File: src/rtl/reg_write_arbiter_pkg.sv
// reg_write_arbiter_pkg: shared widths and grant encoding for the register-file write arbiter
package reg_write_arbiter_pkg;
  localparam int N_DEF = 16;
  localparam int M_DEF = 3;
  typedef enum logic {
    REQ_ALU = 1'b0,
    REQ_LD  = 1'b1
  } req_e;
endpackage

File: src/rtl/reg_write_arbiter_rf_scoreboard.sv
// rf_scoreboard: pending-write bit per register with set-wins-over-clear and sticky WAW detection
module rf_scoreboard
  import reg_write_arbiter_pkg::*;
#(
  parameter int M = M_DEF
) (
  input  logic            Clock,
  input  logic            Reset,
  input  logic            set_en,
  input  logic [M-1:0]    set_ad,
  input  logic            clr_en,
  input  logic [M-1:0]    clr_ad,
  input  logic [M-1:0]    chk_ad_1,
  input  logic [M-1:0]    chk_ad_2,
  output logic            hazard_1,
  output logic            hazard_2,
  output logic [2**M-1:0] pending,
  output logic            waw_err
);
  localparam int R = 2**M;
  logic [R-1:0] set_mask, clr_mask;
  logic         waw_hit;
  always_comb begin
    set_mask = set_en ? R'(1) << set_ad : '0;
    clr_mask = clr_en ? R'(1) << clr_ad : '0;
    waw_hit  = set_en && pending[set_ad] && !(clr_en && clr_ad == set_ad);
    hazard_1 = pending[chk_ad_1];
    hazard_2 = pending[chk_ad_2];
  end
  always_ff @(posedge Clock) begin
    if (!Reset) begin
      pending <= '0;
      waw_err <= 1'b0;
    end else begin
      pending <= (pending & ~clr_mask) | set_mask;
      waw_err <= waw_err | waw_hit;
    end
  end
endmodule

File: src/rtl/reg_write_arbiter.sv
// reg_write_arbiter: round-robin ALU/load arbitration onto the single register-file write port
module reg_write_arbiter
  import reg_write_arbiter_pkg::*;
#(
  parameter int N = N_DEF,
  parameter int M = M_DEF
) (
  input  logic            Clock,
  input  logic            Reset,
  input  logic            alu_valid,
  output logic            alu_ready,
  input  logic [M-1:0]    alu_ad,
  input  logic [N-1:0]    alu_data,
  input  logic            ld_valid,
  output logic            ld_ready,
  input  logic [M-1:0]    ld_ad,
  input  logic [N-1:0]    ld_data,
  output logic            Reg_Write,
  output logic [M-1:0]    Reg_write_ad,
  output logic [N-1:0]    Reg_write_data,
  input  logic            iss_valid,
  input  logic [M-1:0]    iss_ad,
  input  logic [M-1:0]    chk_ad_1,
  input  logic [M-1:0]    chk_ad_2,
  output logic            hazard_1,
  output logic            hazard_2,
  output logic [2**M-1:0] pending,
  output logic            waw_err
);
  req_e last_grant;
  logic accept;
  // a lone requester always wins; on a tie the side that did not win last goes
  always_comb begin
    alu_ready = Reset && alu_valid && (!ld_valid || last_grant == REQ_LD);
    ld_ready  = Reset && ld_valid && (!alu_valid || last_grant == REQ_ALU);
    accept    = alu_ready || ld_ready;
  end
  always_ff @(posedge Clock) begin
    if (!Reset) begin
      last_grant     <= REQ_LD;
      Reg_Write      <= 1'b0;
      Reg_write_ad   <= '0;
      Reg_write_data <= '0;
    end else begin
      Reg_Write <= accept;
      if (accept) begin
        last_grant     <= ld_ready ? REQ_LD : REQ_ALU;
        Reg_write_ad   <= ld_ready ? ld_ad : alu_ad;
        Reg_write_data <= ld_ready ? ld_data : alu_data;
      end
    end
  end
  rf_scoreboard #(.M(M)) u_sb (
    .Clock    (Clock),
    .Reset    (Reset),
    .set_en   (iss_valid),
    .set_ad   (iss_ad),
    .clr_en   (Reg_Write),
    .clr_ad   (Reg_write_ad),
    .chk_ad_1 (chk_ad_1),
    .chk_ad_2 (chk_ad_2),
    .hazard_1 (hazard_1),
    .hazard_2 (hazard_2),
    .pending  (pending),
    .waw_err  (waw_err)
  );
endmodule

File: config.mk
export PLATFORM = sky130hd
export DESIGN_NAME = reg_write_arbiter
export DESIGN_NICKNAME = d
export VERILOG_FILES = /design/src/rtl/reg_write_arbiter_pkg.sv /design/src/rtl/reg_write_arbiter_rf_scoreboard.sv /design/src/rtl/reg_write_arbiter.sv
export SDC_FILE = /design/constraint.sdc
export NUM_CORES = 1
export LEC_CHECK = 0
export ABC_AREA = 1
export CELL_PAD_IN_SITES_DETAIL_PLACEMENT = 2
export CELL_PAD_IN_SITES_GLOBAL_PLACEMENT = 2
export CORE_MARGIN = 2
export CORE_UTILIZATION = 21
export CTS_CLUSTER_DIAMETER = 100
export DETAILED_ROUTE_END_ITERATION = 12
export PLACE_DENSITY = 0.92
export SLEW_MARGIN = 20
export SYNTH_ARGS = -nofsm -noshare
export SYNTH_HDL_FRONTEND = slang
export SYNTH_SLANG_ARGS = --single-unit
File: constraint.sdc
create_clock -name Clock -period 2.1 [get_ports Clock]
set_input_delay 0.42 -clock Clock [delete_from_list [all_inputs] [get_ports Clock]]
set_output_delay 0.42 -clock Clock [all_outputs]
set_load 0.05 [all_outputs]
==> flow_metrics.env <==
export IMPL_ys_warn_count=0
export IMPL_synth_compound_area_share_pct=29.0
export IMPL_drive_above_1_share_pct=14.7
export IMPL_syn_nets=282
export IMPL_antenna_found_initial=0
export IMPL_path_class="reg2out"
export IMPL_synth_top_area_share_pct=36.6
export IMPL_grt_usage_pct=15.6
export IMPL_fin_crit_sh_pct=95.5
export IMPL_yosysSeqAreaShare_pct=36.6
export IMPL_synthCells=230
export IMPL_yosys_area_share_simple_pct=23.0
export IMPL_io_buffers=84
export IMPL_post_cts_buffers=0
export IMPL_synth_cell_area_sq_mm=0.00164
export IMPL_fp_dieH_um=92.4
export IMPL_design_core_area_sq_mm=0.00765
export IMPL_final_setup_viol_count=0
export IMPL_dpl_cell_count=413
export IMPL_synth_most_common_cell="nand2_1"
export IMPL_htreeDepth=2
export IMPL_insertion_delay_ps=270
export IMPL_synthXorXnorAreaFrac_pct=0
export IMPL_die_w_um=92.4
export IMPL_arrival_ps=1590
export IMPL_cts_buffer_depth=2
export IMPL_start_util_pct=21.5
export IMPL_crit_required_ps=1680
export IMPL_cts_sinks=30
export IMPL_dieArea_sq_mm=0.00855
export IMPL_synth_commonest_cells="62 x nand2_1, 30 x dfxtp_1, 20 x inv_1, 20 x o21ai_1, 17 x o21ai_0"
export IMPL_hp_class="reg2reg"
export IMPL_fin_nets=370
export IMPL_cts_tree="done"
export IMPL_finalMaxSlewViolations=0
export IMPL_crit_path_max_fanout=5
export IMPL_synth_largest_area_cell="dfxtp_1"
export IMPL_cap_viol_max_count=0
export IMPL_cp_cell_sequence="clkdlybuf4s50_1"
export IMPL_period_minus_slack_ps=2010
export IMPL_grt_pass1_vias=2190
export IMPL_instances_no_fill=421
export IMPL_power_density_mw_per_mm2=636
export IMPL_ios=85
export IMPL_startpoint_type="flip-flop"
export IMPL_synth_mux_area_share_pct=0
export IMPL_ys_types=21
export IMPL_max_stage_delay_ps=870
export IMPL_ys_seq_elements=30
export IMPL_drt_total_wl_mm=6.40
export IMPL_drt_first_pass_iters=3
export IMPL_fmax_mhz=499
export IMPL_rows=32
export IMPL_root_buffer="clkbuf_8"
export IMPL_numCtsBuffers=5
export IMPL_worstMarginPinSlew_ps=533
export IMPL_synth_edff_count=0
export IMPL_synth_area_per_cell_sq_um=7.14
export IMPL_async_flop_share_pct=0
export IMPL_grt_pass1_wl_mm=10.5
export IMPL_num_vias=1931
export IMPL_vdd_drop_max_v=0.000238
export IMPL_drtAntennaViolNets=0
export IMPL_hold_viol_final=0
export IMPL_ys_flop_type="dfxtp_1"
export IMPL_path_clk_slew_ps=60
export IMPL_dp_hpwl_mm=5.20
export IMPL_fin_skew_ps=7.78
export IMPL_synth_top_family_by_area="compound AO/OA/AOI/OAI gates"
export IMPL_crit_family="buffers and inverters"
export IMPL_setup_tns_ps=0
export IMPL_cp_slowest_cell="clkdlybuf4s50_1"
export IMPL_grt_remaining_overflow=0
export IMPL_grt_max_degree=22
export IMPL_drcViolationCount=0
export IMPL_max_slew_margin_pct=64.3
export IMPL_outcome="finished clean"
export IMPL_synth_fa_ha_area_share_pct=0
export IMPL_p_leak_nw=1.07
export IMPL_path_buf_inv=1
export IMPL_wl_per_cell_um=15.2
export IMPL_vias_per_cell=4.59
export IMPL_place_congestion=0.822
export IMPL_hold_buffers=0
export IMPL_syn_to_final_growth_pct=65.6
export IMPL_rsz0062_at_grt="no"
export IMPL_drtIter0Drc=52
export IMPL_worstSetupEndpointType="output port"
export IMPL_yosys_top_cells_area="dfxtp_1 37%, nand2_1 14%, a31oi_2 7.6%"
export IMPL_num_antenna_cells=0
export IMPL_post_route_util_pct=35.6
## what timing repair did
item / CTS / global route
endpoints found under the setup margin: 2 / 2
hold endpoints to repair: 0 / 0
resized for setup: 2 / 2
## cell type report
cell class	count	area, sq um
Inverter	24	90.1
Sequential cell	30	601
Tap cell	102	128
Multi-Input combinational cell	166	867
Clock buffer	7	86.3
Fill cell	899	4930
Clock inverter	1	5.00
Timing Repair Buffer	91	943
## per-layer routing
layer / vias to the layer above / share of wire [%] / GRT usage, %
met3: 2 / 5.3 / 3.99
met5: - / 0 / 0
met1: 930 / 40 / 15.7
met2: 56 / 55 / 31.9
met4: 0 / 0.27 / 2.99
li1: 943 / - / -
## state kept, by name (all words and copies together) (netlist names)
signal,cells
last_grant,1
Reg_write_data,16
u_sb.waw_err,1
Reg_write_ad,3
u_sb.pending,8
Reg_Write,1
## layout by cell type, fill, tap and decap left out, types with 5 or more instances in the layout
cell,instances
dfxtp_1,30
nand3_1,5
a31oi_1,9
o21ai_1,20
buf_4,8
a31oi_2,12
clkdlybuf4s50_1,74
clkbuf_8,6
a21oi_1,15
inv_1,20
nor2_1,11
buf_12,5
nand2_2,11
nand2_1,62
o21ai_0,17
## per-stage QoR
stage / cell area (sq um) / setup WS [ps] / hold slack (ps) / total power [mW]
floorplan: 1660 / 59.2 / 470 / 1.00
global placement: 2630 / 54.6 / 445 / 1.25
detailed placement: 2630 / -26.4 / 453 / 1.27
CTS: 2720 / 20.7 / 465 / 1.76
global route: 2720 / 2.99 / 485 / 1.83
finish: 2720 / 94.4 / 460 / 1.73
## where the power goes
group          switching (mW)  internal [mW]
logic                   0.356          0.248
registers              0.0352          0.614
clock network           0.213          0.264
total                   0.604           1.13
## logic make-up (layout without fill, tap and decap cells)
family | after synthesis | in the layout
AO/OA/AOI/OAI | 76 | 76
flip-flops | 30 | 30
AND/OR/NAND/NOR | 90 | 90
buffers and inverters | 34 | 123
## path summary, 6_finish.rpt
check	end	cells past startpoint	from	slack [ps]
max	pending[2]	1	u_sb.pending[2]	90
min reg2reg	u_sb.waw_err	2	u_sb.waw_err	460
min	u_sb.waw_err	2	u_sb.waw_err	460
max reg2reg	Reg_write_data[5]	7	last_grant	770
Power figures use the tool's default switching activity.
